### src/rtl/acondicionador_lanzar.sv
// Button conditioner for the dice game: per-player 2-flop synchroniser, stability-counter
// debounce FSM, registered debounced level (lanzar_po) and one-cycle press pulse (pulso_po).
module acondicionador_lanzar #(
    parameter int N_JUGADORES    = 2,
    parameter int CICLOS_ESTABLE = 1_000_000
) (
    input  logic                   clk_pi,
    input  logic                   rst_n_pi,
    input  logic [N_JUGADORES-1:0] botones_pi,
    output logic [N_JUGADORES-1:0] lanzar_po,
    output logic [N_JUGADORES-1:0] pulso_po
);

    localparam int CW = $clog2(CICLOS_ESTABLE + 1);
    localparam logic [CW-1:0] CNT_ULTIMO = CW'(CICLOS_ESTABLE - 1);

    typedef enum logic [1:0] {
        SUELTO      = 2'd0,
        VALIDA_PRES = 2'd1,
        PRESIONADO  = 2'd2,
        VALIDA_LIB  = 2'd3
    } estado_t;

    // The raw buttons are asynchronous; only s_q is ever looked at by the FSMs.
    logic [N_JUGADORES-1:0] s1_q;
    logic [N_JUGADORES-1:0] s_q;

    always_ff @(posedge clk_pi) begin
        if (!rst_n_pi) begin
            s1_q <= '0;
            s_q  <= '0;
        end else begin
            s1_q <= botones_pi;
            s_q  <= s1_q;
        end
    end

    for (genvar g = 0; g < N_JUGADORES; g++) begin : g_canal
        estado_t       estado_q, estado_d;
        logic [CW-1:0] cnt_q, cnt_d;
        logic          lanzar_q, lanzar_d;
        logic          pulso_q, pulso_d;

        always_ff @(posedge clk_pi) begin
            if (!rst_n_pi) begin
                estado_q <= SUELTO;
                cnt_q    <= '0;
                lanzar_q <= 1'b0;
                pulso_q  <= 1'b0;
            end else begin
                estado_q <= estado_d;
                cnt_q    <= cnt_d;
                lanzar_q <= lanzar_d;
                pulso_q  <= pulso_d;
            end
        end

        always_comb begin
            estado_d = estado_q;
            cnt_d    = cnt_q;
            lanzar_d = lanzar_q;
            pulso_d  = 1'b0;
            unique case (estado_q)
                SUELTO: begin
                    lanzar_d = 1'b0;
                    if (s_q[g]) begin
                        estado_d = VALIDA_PRES;
                        cnt_d    = CW'(1);
                    end else begin
                        cnt_d    = '0;
                    end
                end
                VALIDA_PRES: begin
                    if (!s_q[g]) begin
                        estado_d = SUELTO;
                        cnt_d    = '0;
                    end else if (cnt_q == CNT_ULTIMO) begin
                        estado_d = PRESIONADO;
                        cnt_d    = '0;
                        lanzar_d = 1'b1;
                        pulso_d  = 1'b1;
                    end else begin
                        cnt_d    = cnt_q + CW'(1);
                    end
                end
                PRESIONADO: begin
                    lanzar_d = 1'b1;
                    if (!s_q[g]) begin
                        estado_d = VALIDA_LIB;
                        cnt_d    = CW'(1);
                    end
                end
                VALIDA_LIB: begin
                    // A short release returns to PRESIONADO silently: no second pulse.
                    if (s_q[g]) begin
                        estado_d = PRESIONADO;
                        cnt_d    = '0;
                    end else if (cnt_q == CNT_ULTIMO) begin
                        estado_d = SUELTO;
                        cnt_d    = '0;
                        lanzar_d = 1'b0;
                    end else begin
                        cnt_d    = cnt_q + CW'(1);
                    end
                end
                default: begin
                    estado_d = SUELTO;
                    cnt_d    = '0;
                    lanzar_d = 1'b0;
                end
            endcase
        end

        assign lanzar_po[g] = lanzar_q;
        assign pulso_po[g]  = pulso_q;
    end

endmodule
### config.mk
export PLATFORM = sky130hd
export DESIGN_NAME = acondicionador_lanzar
export DESIGN_NICKNAME = d
export VERILOG_FILES = /design/src/rtl/acondicionador_lanzar.sv
export SDC_FILE = /design/constraint.sdc
export NUM_CORES = 1
export LEC_CHECK = 0
export ABC_AREA = 1
export CAP_MARGIN = 10
export CORE_MARGIN = 2
export CORE_UTILIZATION = 30
export CTS_BUF_LIST = sky130_fd_sc_hd__clkbuf_4
export DETAILED_ROUTE_END_ITERATION = 7
export GPL_TIMING_DRIVEN = 0
export SLEW_MARGIN = 20
export SYNTH_ARGS = -nofsm -noshare
export SYNTH_HDL_FRONTEND = slang
export SYNTH_SLANG_ARGS = --single-unit
### constraint.sdc
create_clock -name clk_pi -period 3.5 [get_ports clk_pi]
set_clock_uncertainty 0.1 [all_clocks]
set_input_delay 0.7 -clock clk_pi [delete_from_list [all_inputs] [get_ports clk_pi]]
set_output_delay 0.7 -clock clk_pi [all_outputs]
set_load 0.005 [all_outputs]
[Word-level counts from Yosys, hierarchy flattened]
Index checks and enable logic that the tools add are counted.
Widths: inputs -> output; s select.
Storage, ports and cells
  input bits: 4
  word-level logic and storage cells: 82
  register bits: 52
  output and inout bits: 4
Cells by class
  equality and inequality tests: 24
  reduce and logical (&&, ||, !) cells: 8
  add/sub/neg operators: 2
  muxes and demuxes: 38
Operator list (count)
  $mux 20: 8
  $pmux 20 s4: 2
  $add 20x1->20 const B: 2
  $eq 20x20->1 const B: 2
  $mux 2: 12
  $ne 2x2->1 const B: 12
  $pmux 2 s4: 2
  $reduce_and 4->1: 4
  $mux 1: 12
  $ne 3x3->1 const B: 4
  $eq 2x2->1 const B: 4
  $pmux 1 s4: 2
  $reduce_and 3->1: 2
  $eq 2x1->1 const B: 2
  $logic_not 2->1: 2

[Longest topological paths before layout]
  depth after elaboration: 4
  mapped depth: 10

[Least setup slack after synthesis]
No wires, ideal clock.
  path kind: register -> register
  from: register g_canal[1].cnt_q[1]
  to: register g_canal[1].cnt_q[11]
  arrival: 1.404 ns
  period minus slack after synthesis: 1.636 ns
  slack: 1.864 ns
  library setup time: 0.132 ns
  path buffers: 1
  stages on the path, launching flop included: 10
  cell sequence: dfxtp_1 > ha_1 > inv_1 > nor3_2 > nand3_2 > nand2_4 > nor2_4 > buf_6 > nand3_1 > a21oi_1
Between the ends
  cells in the longest elaborated chain, start to end: 4
  elaborated cells on any way between the ends: 6
  classes of those cells: add/sub: 1; eq/ne: 1; mux: 4
Ends and longest elaborated chain
  start: declaration: RTL line 40  | logic [CW-1:0] cnt_q, cnt_d;
  start signal: assignment: RTL line 52  | cnt_q <= cnt_d;
  $add 20x1->20 or $eq 20x20->1 (tied branches)
  $mux 20 *: RTL line 77, 98
  $mux 20, on equally long branches: RTL line 95, 74
  $pmux 20 s4 *: RTL line 63  | unique case (estado_q)
Mark *: on every way between the ends. The rest lies on a longest branch, timed or not.
A chain may end at the register's enable or synchronous reset.

[Worst setup path in the final report]
  from: register g_canal[0].lanzar_q
  to: output lanzar_po[0]
RTL lines
  start: declaration: RTL line 41  | logic lanzar_q, lanzar_d;
  start signal: assignment: RTL line 53  | lanzar_q <= lanzar_d;
  end: declaration: RTL line 10  | output logic [N_JUGADORES-1:0] lanzar_po,
No word-level cell between the ends.

==> impl_results.rst <==
.. list-table::
   :header-rows: 1

   * - Metric
     - Value
   * - Largest fanout on the critical path
     - 2
   * - Post-synthesis instance area
     - 0.00326 mm^2
   * - CTS clk-pin slew, worst paths
     - 0.16 ns
   * - Total power per unit cell area
     - 365 mW/mm^2
   * - Top-Level Pins
     - 8
   * - Synthesized netlist cell count
     - 498
   * - Worst setup EP type
     - primary output
   * - Post-CTS Setup Bufs
     - 0
   * - Seq. cell area
     - 0.00104 mm^2
   * - Final Setup Violations
     - 0
   * - Final hold violation count
     - 0
   * - Final critical-path setup slack
     - 1.37 ns
   * - Post-synth EDFFs
     - 0
   * - Fraction of synthesized cell area taken by the top area cell type
     - between 30% and 40%
   * - First-pass iteration count of the detailed router
     - 5
   * - Slew at the pin closest to its max-slew limit
     - 0.543 ns
   * - Number of buffers between clock root and the deepest sink
     - 2
   * - CTS tree
     - built
   * - Prevailing post-synth register cell
     - dfxtp_1
   * - Count of H-tree levels built during CTS
     - 2
   * - Most common library cells after synthesis
     - nand2_1, inv_1, dfxtp_1, nor2_1, a21oi_1
   * - Port buffer count
     - 6
   * - Distinct cell type count after synthesis
     - 35
   * - Count of antenna-violating nets left after detailed routing
     - 0
   * - Count of routing violations after the opening detailed-route iteration
     - 164
   * - Avg Synthesized Cell Area
     - 6.54 um^2
   * - Net Count, Synth
     - 514
   * - Die outline height
     - 108 um
   * - GRT overflow
     - 0
   * - RSZ-0062 raised after global routing
     - no
   * - Total Negative Setup Slacks
     - 0 ns
   * - Pre-CTS setup slack
     - roughly 1.5 ns
   * - Utilization after layout
     - 33.2%
   * - Total global-route track usage
     - 13.0%
   * - Category of the critical setup timing path
     - register to primary output
   * - Arrival time at the worst endpoint
     - roughly 1.3 ns
   * - Core region area
     - 0.0107 mm^2
   * - Final worst path period need
     - ~2.1 ns
   * - Number of global-route vias before repair
     - 2766
   * - Total CTS buffers
     - 5
   * - Routed wire per std cell
     - 11.2 um
   * - HPWL reported at the end of detailed placement
     - 5.44 mm
   * - Global-route wire length before repair
     - 12.5 mm
   * - Sequential share of the synthesized area
     - 32.0%
   * - Number of clock sinks
     - 52
   * - DRC violation count after routing
     - 0
   * - Fraction of final layout cells sized beyond drive strength 1
     - 9.38%
   * - Diodes inserted
     - 0
   * - Largest area contributor in the netlist
     - dfxtp_1
   * - Fin. max-slew vios
     - 0
   * - Category of the worst setup path launch point
     - register
   * - Total Routed Length
     - 7.29 mm
   * - Clock insertion delay at the later pin of the skew report
     - 0.39 ns
   * - Leak
     - around 0.0013 uW
   * - Max-capacitance violation count
     - 0
   * - Area of combinational cells with multiple inputs
     - 0.00189 mm^2
   * - WP data required
     - roughly 2.7 ns
   * - Vias per std cell
     - 4.68
   * - Layout area overhead
     - 8.95%
   * - Total Nets Final
     - approximately 530
   * - Root cell of the clock tree
     - clkbuf_4
   * - Run status
     - finished clean
   * - Die Span X
     - between 100 and 150 um
   * - Fraction of registers with async set/reset
     - 0%
   * - Ratio of final minimum period to clock period
     - 60.8%
   * - Largest net degree at the start of global routing
     - 16
   * - Hold Buf Count CTS
     - 0
   * - Worst vdd rail ir drop
     - roughly 260 uV
   * - Total design power
     - 1290 uW
   * - Cell with the most instances after synthesis
     - nand2_1
   * - Cells on worst reg2reg path
     - 10
   * - Highest clock rate
     - 470 MHz
   * - Final weighted congestion of routability-driven global placement
     - 0.871
   * - Hold depth
     - 2
   * - Number of warning messages in the yosys log
     - 0
   * - Rows
     - 38
   * - Total vias in the final route
     - 3052
   * - Top post-synthesis cells by area
     - dfxtp_1, nand2_1, a21oi_1
   * - Hold Crit Class
     - register to register
   * - Filler Cells Inserted
     - 1151
   * - Initial Utilization
     - approximately 30%
   * - Antenna violations before repair
     - 0
   * - Number of flip-flops and latches in the synthesized netlist
     - 52
   * - Slew HR
     - 63.8%
   * - Die area
     - 0.0117 mm^2
   * - CTS resizes
     - 0
cell families after synthesis:
family / after synthesis / share of synthesized area [%]
compound gates: 70 / 11.4
fa+ha+maj: 12 / 4.61
flops: 52 / 32.0
buf+inv: 78 / 9.95
mux: 1 / 0.307
xor+xnor: 8 / 2.15
simple gates: 277 / 39.6
per-stage QoR:
stage | instance area [um^2] | hold slack, ns | instances
global route | 3550 | 0.352 | 652
detailed placement | 3490 | 0.300 | 644
floorplan | 3260 | 0.290 | 498
CTS | 3550 | 0.331 | 652
finish | 3550 | 0.328 | 652
global placement | 3490 | 0.300 | 644
worst max-delay path, stage by stage, from the launching register on:
cell and delay [ns]:
dfxtp_1 0.36, buf_4 0.10, clkdlybuf4s50_1 0.48
registers in the layout, indices dropped and copies added (netlist names), named ones only:
| signal | cells |
|---|---|
| s_q | 2 |
| g_canal.lanzar_q | 2 |
| g_canal.cnt_q | 40 |
| g_canal.estado_q | 2 |
| g_canal.pulso_q | 2 |
| s1_q | 2 |
final cells by class:
class	count	share of cell area, %
Sequential cell	52	29.3
Buffer	17	2.68
Tap cell	140	4.94
Inverter	61	6.45
Multi-Input combinational cell	368	53.3
Timing Repair Buffer	6	1.69
Clock inverter	2	0.317
Clock buffer	6	1.27
placed cells by master, fill, tap and decap left out, types with 10 or more instances in the layout:
cell and n:
nand2_1 138, inv_1 57, dfxtp_1 52, nor2_1 50, a21oi_1 45, nand3_1 36
o21ai_0 15, nand4_1 14, ha_1 12, clkbuf_1 10
final timing paths:
| kind | start | slack [ns] | endpoint |
|---|---|---|---|
| worst min register to register | s1_q[0] | 0.33 | s_q[0] |
| worst max register to register | g_canal[1].estado_q[0] | 1.55 | g_canal[1].cnt_q[11] |
| worst max-delay path | g_canal[0].lanzar_q | 1.37 | lanzar_po[0] |
| worst min-delay path | s1_q[0] | 0.33 | s_q[0] |
where the power goes:
| part | total (uW) | switching, uW | internal [uW] |
|---|---|---|---|
| clock | 295 | 210 | 84.8 |
| sequential | 666 | 35.6 | 630 |
| combinational | 332 | 193 | 139 |
| total | 1290 | 439 | 855 |
layer usage:
metal,track usage (%),routed length (um),up-vias
met5,0,0,-
met4,3.02,77,0
met3,2.35,214,9
met2,22.7,3500,41
met1,16.5,3500,1380
li1,-,-,1622
Note: power is estimated with default switching activity, not from simulation.
